==> src/rtl/exam1_pkg.sv <==
// ============================================================================
// Module : exam1_pkg
// Shared types and constants for the exam1 result-accumulator slice.
// Rev    : 1.0  initial release
// ============================================================================
`default_nettype none

package exam1_pkg;

  localparam int ALU_W = 16;

  typedef enum logic [0:0] {
    ST_ACC  = 1'b0,
    ST_HOLD = 1'b1
  } state_t;

  // Saturation limits of a w-bit two's-complement value (w <= 31).
  function automatic logic signed [31:0] sat_max(input int w);
    return (32'sd1 <<< (w - 1)) - 32'sd1;
  endfunction

  function automatic logic signed [31:0] sat_min(input int w);
    return -(32'sd1 <<< (w - 1));
  endfunction

endpackage

`default_nettype wire

==> src/rtl/exam1_sat_add.sv <==
// ============================================================================
// Module : exam1_sat_add
// Combinational signed saturating add of an A_W sample onto an S_W sum.
// Rev    : 1.0  initial release
// ============================================================================
`default_nettype none

module exam1_sat_add
  import exam1_pkg::*;
#(
  parameter int A_W = 16,
  parameter int S_W = 18
) (
  input  logic signed [S_W-1:0] i_a,
  input  logic signed [A_W-1:0] i_b,
  output logic signed [S_W-1:0] o_sum,
  output logic                  o_ovf
);

  localparam logic signed [S_W-1:0] c_MAX = S_W'(sat_max(S_W));
  localparam logic signed [S_W-1:0] c_MIN = S_W'(sat_min(S_W));

  logic signed [S_W:0] w_full;

  // One guard bit: overflow exactly when the two top bits disagree.
  assign w_full = {i_a[S_W-1], i_a} + {{(S_W + 1 - A_W){i_b[A_W-1]}}, i_b};
  assign o_ovf  = w_full[S_W] ^ w_full[S_W-1];

  always_comb begin
    o_sum = w_full[S_W-1:0];
    if (o_ovf) begin
      o_sum = w_full[S_W] ? c_MIN : c_MAX;
    end
  end

endmodule

`default_nettype wire

==> src/rtl/exam1_result_acc.sv <==
// ============================================================================
// Module : exam1_result_acc
// Windowed saturating sum / min / max of the ALU result stream.
// Rev    : 1.0  initial release
// ============================================================================
`default_nettype none

module exam1_result_acc
  import exam1_pkg::*;
#(
  parameter int WIDTH     = ALU_W,
  parameter int ACC_WIDTH = 18,
  parameter int WINDOW    = 8
) (
  input  logic                        clk,
  input  logic                        rst,
  input  logic                        clear,
  input  logic                        in_valid,
  input  logic signed [WIDTH-1:0]     in_data,
  output logic                        in_ready,
  output logic                        out_valid,
  input  logic                        out_ready,
  output logic signed [ACC_WIDTH-1:0] out_sum,
  output logic signed [WIDTH-1:0]     out_min,
  output logic signed [WIDTH-1:0]     out_max,
  output logic                        out_sat
);

  localparam int CNT_W = $clog2(WINDOW);
  localparam logic [CNT_W-1:0] c_LAST = CNT_W'(WINDOW - 1);

  state_t                      r_state;
  logic [CNT_W-1:0]            r_count;
  logic signed [ACC_WIDTH-1:0] r_acc;
  logic                        r_sat;
  logic signed [WIDTH-1:0]     r_min;
  logic signed [WIDTH-1:0]     r_max;
  logic                        r_out_valid;
  logic signed [ACC_WIDTH-1:0] r_out_sum;
  logic signed [WIDTH-1:0]     r_out_min;
  logic signed [WIDTH-1:0]     r_out_max;
  logic                        r_out_sat;

  logic signed [ACC_WIDTH-1:0] w_sum;
  logic                        w_ovf;
  logic                        w_first;
  logic signed [WIDTH-1:0]     w_min_nxt;
  logic signed [WIDTH-1:0]     w_max_nxt;

  exam1_sat_add #(
    .A_W (WIDTH),
    .S_W (ACC_WIDTH)
  ) u_sat_add (
    .i_a   (r_acc),
    .i_b   (in_data),
    .o_sum (w_sum),
    .o_ovf (w_ovf)
  );

  // The first sample of a window seeds min/max rather than comparing to stale values.
  assign w_first   = (r_count == '0);
  assign w_min_nxt = (w_first || (in_data < r_min)) ? in_data : r_min;
  assign w_max_nxt = (w_first || (in_data > r_max)) ? in_data : r_max;

  always_ff @(posedge clk) begin
    if (rst) begin
      r_state     <= ST_ACC;
      r_count     <= '0;
      r_acc       <= '0;
      r_sat       <= 1'b0;
      r_min       <= '0;
      r_max       <= '0;
      r_out_valid <= 1'b0;
      r_out_sum   <= '0;
      r_out_min   <= '0;
      r_out_max   <= '0;
      r_out_sat   <= 1'b0;
    end else begin
      case (r_state)
        ST_ACC: begin
          if (clear) begin
            r_count <= '0;
            r_acc   <= '0;
            r_sat   <= 1'b0;
          end else if (in_valid) begin
            if (r_count == c_LAST) begin
              r_out_sum   <= w_sum;
              r_out_min   <= w_min_nxt;
              r_out_max   <= w_max_nxt;
              r_out_sat   <= r_sat | w_ovf;
              r_out_valid <= 1'b1;
              r_count     <= '0;
              r_acc       <= '0;
              r_sat       <= 1'b0;
              r_state     <= ST_HOLD;
            end else begin
              r_acc   <= w_sum;
              r_sat   <= r_sat | w_ovf;
              r_min   <= w_min_nxt;
              r_max   <= w_max_nxt;
              r_count <= r_count + 1'b1;
            end
          end
        end
        ST_HOLD: begin
          if (clear || out_ready) begin
            r_out_valid <= 1'b0;
            r_state     <= ST_ACC;
          end
        end
      endcase
    end
  end

  assign in_ready  = (r_state == ST_ACC);
  assign out_valid = r_out_valid;
  assign out_sum   = r_out_sum;
  assign out_min   = r_out_min;
  assign out_max   = r_out_max;
  assign out_sat   = r_out_sat;

endmodule

`default_nettype wire

==> config.mk <==
export PLATFORM = sky130hd
export DESIGN_NAME = exam1_result_acc
export DESIGN_NICKNAME = d
export VERILOG_FILES = /design/src/rtl/exam1_pkg.sv /design/src/rtl/exam1_sat_add.sv /design/src/rtl/exam1_result_acc.sv
export SDC_FILE = /design/constraint.sdc
export NUM_CORES = 1
export LEC_CHECK = 0
export CAP_MARGIN = 10
export CORE_ASPECT_RATIO = 0.9
export CORE_MARGIN = 2
export CORE_UTILIZATION = 35
export DETAILED_ROUTE_END_ITERATION = 8
export PLACE_DENSITY = 0.52
export SYNTH_ARGS = -nofsm -noshare
export SYNTH_HDL_FRONTEND = slang
export SYNTH_SLANG_ARGS = --single-unit
==> constraint.sdc <==
create_clock -name clk -period 3.1 [get_ports clk]
set_input_delay 0.62 -clock clk [delete_from_list [all_inputs] [get_ports clk]]
set_output_delay 0.62 -clock clk [all_outputs]
set_load 0.03 [all_outputs]
==> reports/results.ini, run 1 <==
[worst_hold_path]
min_path_cells = 2
hold_path.class = reg2reg
min_to = out_valid
min-delay-start = out_valid

[cts]
root_buffer = clkbuf_16
clockBufferDepth = 2
numCtsBuffers = 9
postCtsHoldBufs = 0
clk_pin_slew_worst_paths_ns = 0.08
htreeDepth = 3
cts_tree = built
cts.sinks = 107
clk_latency_ns = 0.37

[worst_setup_path]
slowest_stage = clkdlybuf4s50_1
crit_required_ns = 3.33
critPathArrivalTime_ns = 3.26
path_max_fanout = 17
slowest_delay_ns = 0.48
reg2reg_from = r_max[7]
r2r-end = out_max[11]
crit_type = in2reg
worstSetupEndpointType = flop
r2r_slack_ns = 0.55
cp-start-kind = primary input
cp_cell_sequence = clkdlybuf4s50_1, buf_4, ha_1, a21oi_1, nand2_1, o31ai_4, o31a_1, nor2_4, a21oi_4, buf_12, a211oi_1
r2r_cells = 10

[sta]
fin_crit_sh = 0.975
setup_viol = 0
slew-limit-headroom = 0.649
max_freq_mhz = 331
maxSlewViolCount = 0
period_needed_ns = 3.02
final_hold_viol_count = 0
tightest_slew_ns = 0.525
finClkSkew_ns = 0.0116
hold_slack_ns = 0.455

[place]
io_buffer_count = 73
place.gp.congestion = 0.933
place_hpwl_mm = 14.3

[logic_synthesis]
synth_xor_area_frac = 0.0222
synth_top_area_share = 0.336
postSynth.asyncResetShare = 0
syn_inst = 745
synthSimpleGateAreaFrac = 0.220
yosysSeqAreaShare = 0.336
yosysMostFrequentCell = nor2_1
synth-compound-area-share = 0.199
synth-edff-count = 0
synth_top_family_by_area = simple AND/OR/NAND/NOR gates
synth_nets = 819
synth_fa_ha_area_frac = 0.105
synth_area_leaders = dfxtp_1 (34%), ha_1 (10%), nor2_1 (6.7%)
ys_seq_elements = 107
synthFlopType = dfxtp_1
synth_top_cell_by_area = dfxtp_1
synthTopCellsByCount = nor2_1 (113), dfxtp_1 (107), nand2b_1 (63), nand2_1 (53), ha_1 (52)
synth.avg_cell_area_um2 = 8.55
synth_cell_types = 62
yosysWarnings = 0
netlist_area_um2 = 6370
muxShareOfSynthArea = 0.0642

[power]
vdd_drop_max_uv = 262
power_w = 0.00402
power.leakage_nw = 3.47
p_per_area_nw_per_um2 = 480

[floorplanning]
io_pins = 74
die_h_um = 132
core_area_um2 = 17700
die_w_um = 146
fp.dieArea_um2 = 19300
placementRows = 46
initial_core_util = 0.359

[cells_and_area]
drive_above_1_share = 0.179
nets = 962
area_delta_synth_final_pct = 31.6
fillers = 1763
antennaDiodeCount = 0
utilization = 0.473

[grt]
antenna_found_initial = 0
grt_pass1_wl_mm = 31.2
first_global_vias = 5996
grt-ovfl-total = 0
grt_start_max_net_pins = 54
grt_use_total = 0.202

[drt]
num_vias = 5771
wl_per_cell_um = 17.0
totalWireLength_mm = 19.2
drc = 0
vias_per_cell = 5.09
ant_nets = 0
drt_iter0_drc = 328
drt_pre_antenna_iters = 4

[run]
cap_viol_max_count = 0

[run_status]
status = completed

## layout by cell type, fill, tap and decap left out, types with 3 or more instances in the layout
master	synthesis	layout
o21a_1	3	3
o211ai_1	21	21
mux2_2	5	5
inv_1	42	42
clkdlybuf4s50_1	0	72
nor3_1	19	19
nor2b_1	4	4
xor2_1	8	7
dfxtp_1	107	107
o221a_1	4	4
clkbuf_16	0	9
ha_1	52	51
nand2_1	53	53
mux2i_1	33	33
a21oi_1	21	20
nor2_1	113	113
xnor2_1	5	5
a211oi_2	12	14
nand2b_1	63	63
nand4_1	16	16
o211a_1	16	16
o21ai_0	21	20
buf_12	0	5
nand3_1	8	8
nor4_1	6	6
or3_1	3	3
buf_4	1	93
o21ai_1	2	3
o21bai_1	3	3
o221a_2	7	7
a21o_1	12	12
a211oi_1	12	10
## worst max-delay path: cells and delay by family
kind                       cells  cell delay [ns]
buffers and inverters          3             0.84
AOI/OAI and AO/OA              5             1.18
and+or+nand+nor                2             0.25
adders and majority gates      1             0.33
## routing by layer
layer  up-vias  share of wire  GRT usage
li1       2904              -          -
met1      2775           0.50      0.274
met5         -              0          0
met3        12          0.027     0.0408
met4         0          0.012     0.0561
met2        80           0.46      0.327
## timing repair
action                     CTS  global route
gates resized for setup      0             9
setup endpoints to repair    0            36
buffers inserted             0             1
## cell type report
| cell class | instances | area (um2) | share of cell area |
|---|---|---|---|
| Sequential cell | 107 | 2140 | 0.255 |
| Multi-Input combinational cell | 557 | 3950 | 0.471 |
| Clock inverter | 7 | 82.6 | 0.00985 |
| Inverter | 42 | 158 | 0.0188 |
| Clock buffer | 9 | 225 | 0.0269 |
| Tap cell | 240 | 300 | 0.0358 |
| Timing Repair Buffer | 171 | 1520 | 0.182 |
## power breakdown
part           internal, W  total, W  switching [W]
sequential         0.00146   0.00152      0.0000609
combinational     0.000589   0.00128       0.000687
clock             0.000641   0.00123       0.000587
## cell families after synthesis
family	count (synthesis)
buffers and inverters	81
multiplexers	39
flip-flops	107
XOR/XNOR	14
adder cells (fa/ha/maj)	53
AO/OA/AOI/OAI	158
AND/OR/NAND/NOR	293
## sequential cells by signal, indices dropped and copies added, names as in the netlist, 3 cells and up
signal   flops
r_min       16
r_count      3
out_sum     18
r_acc       18
out_min     16
r_max       16
out_max     16
## how the worst max path moves through the flow
stage,start,endpoint,slack [ns],cells past startpoint
detailed placement,in_data[0],out_sat,-0.34,11
CTS,in_data[0],out_sat,0.04,11
floorplan,in_data[0],out_sum[10],0.31,10
global placement,in_data[0],out_sat,-0.23,11
finish,in_data[7],out_sum[2],0.08,11
global route,in_data[7],r_acc[16],-0.04,11
## stage by stage
step / setup WS (ns) / instances / TNS (ns) / instance area [um2]
after global placement: -0.226 / 1116 / -11.09 / 8010
final: 0.0761 / 1133 / 0 / 8380
after global routing: -0.0404 / 1133 / -0.644 / 8380
after CTS: 0.0368 / 1132 / 0 / 8320
after floorplan: 0.310 / 745 / 0 / 6370
after detailed placement: -0.336 / 1116 / -17.10 / 8010
(Power assumes the default switching activity.)
==> run 2: changes to the inputs <==
SKIP_CTS_REPAIR_TIMING = 1   (was not set)
==> results of run 2 <==
Final layout, timing and power as in run 1 (identical DEF).
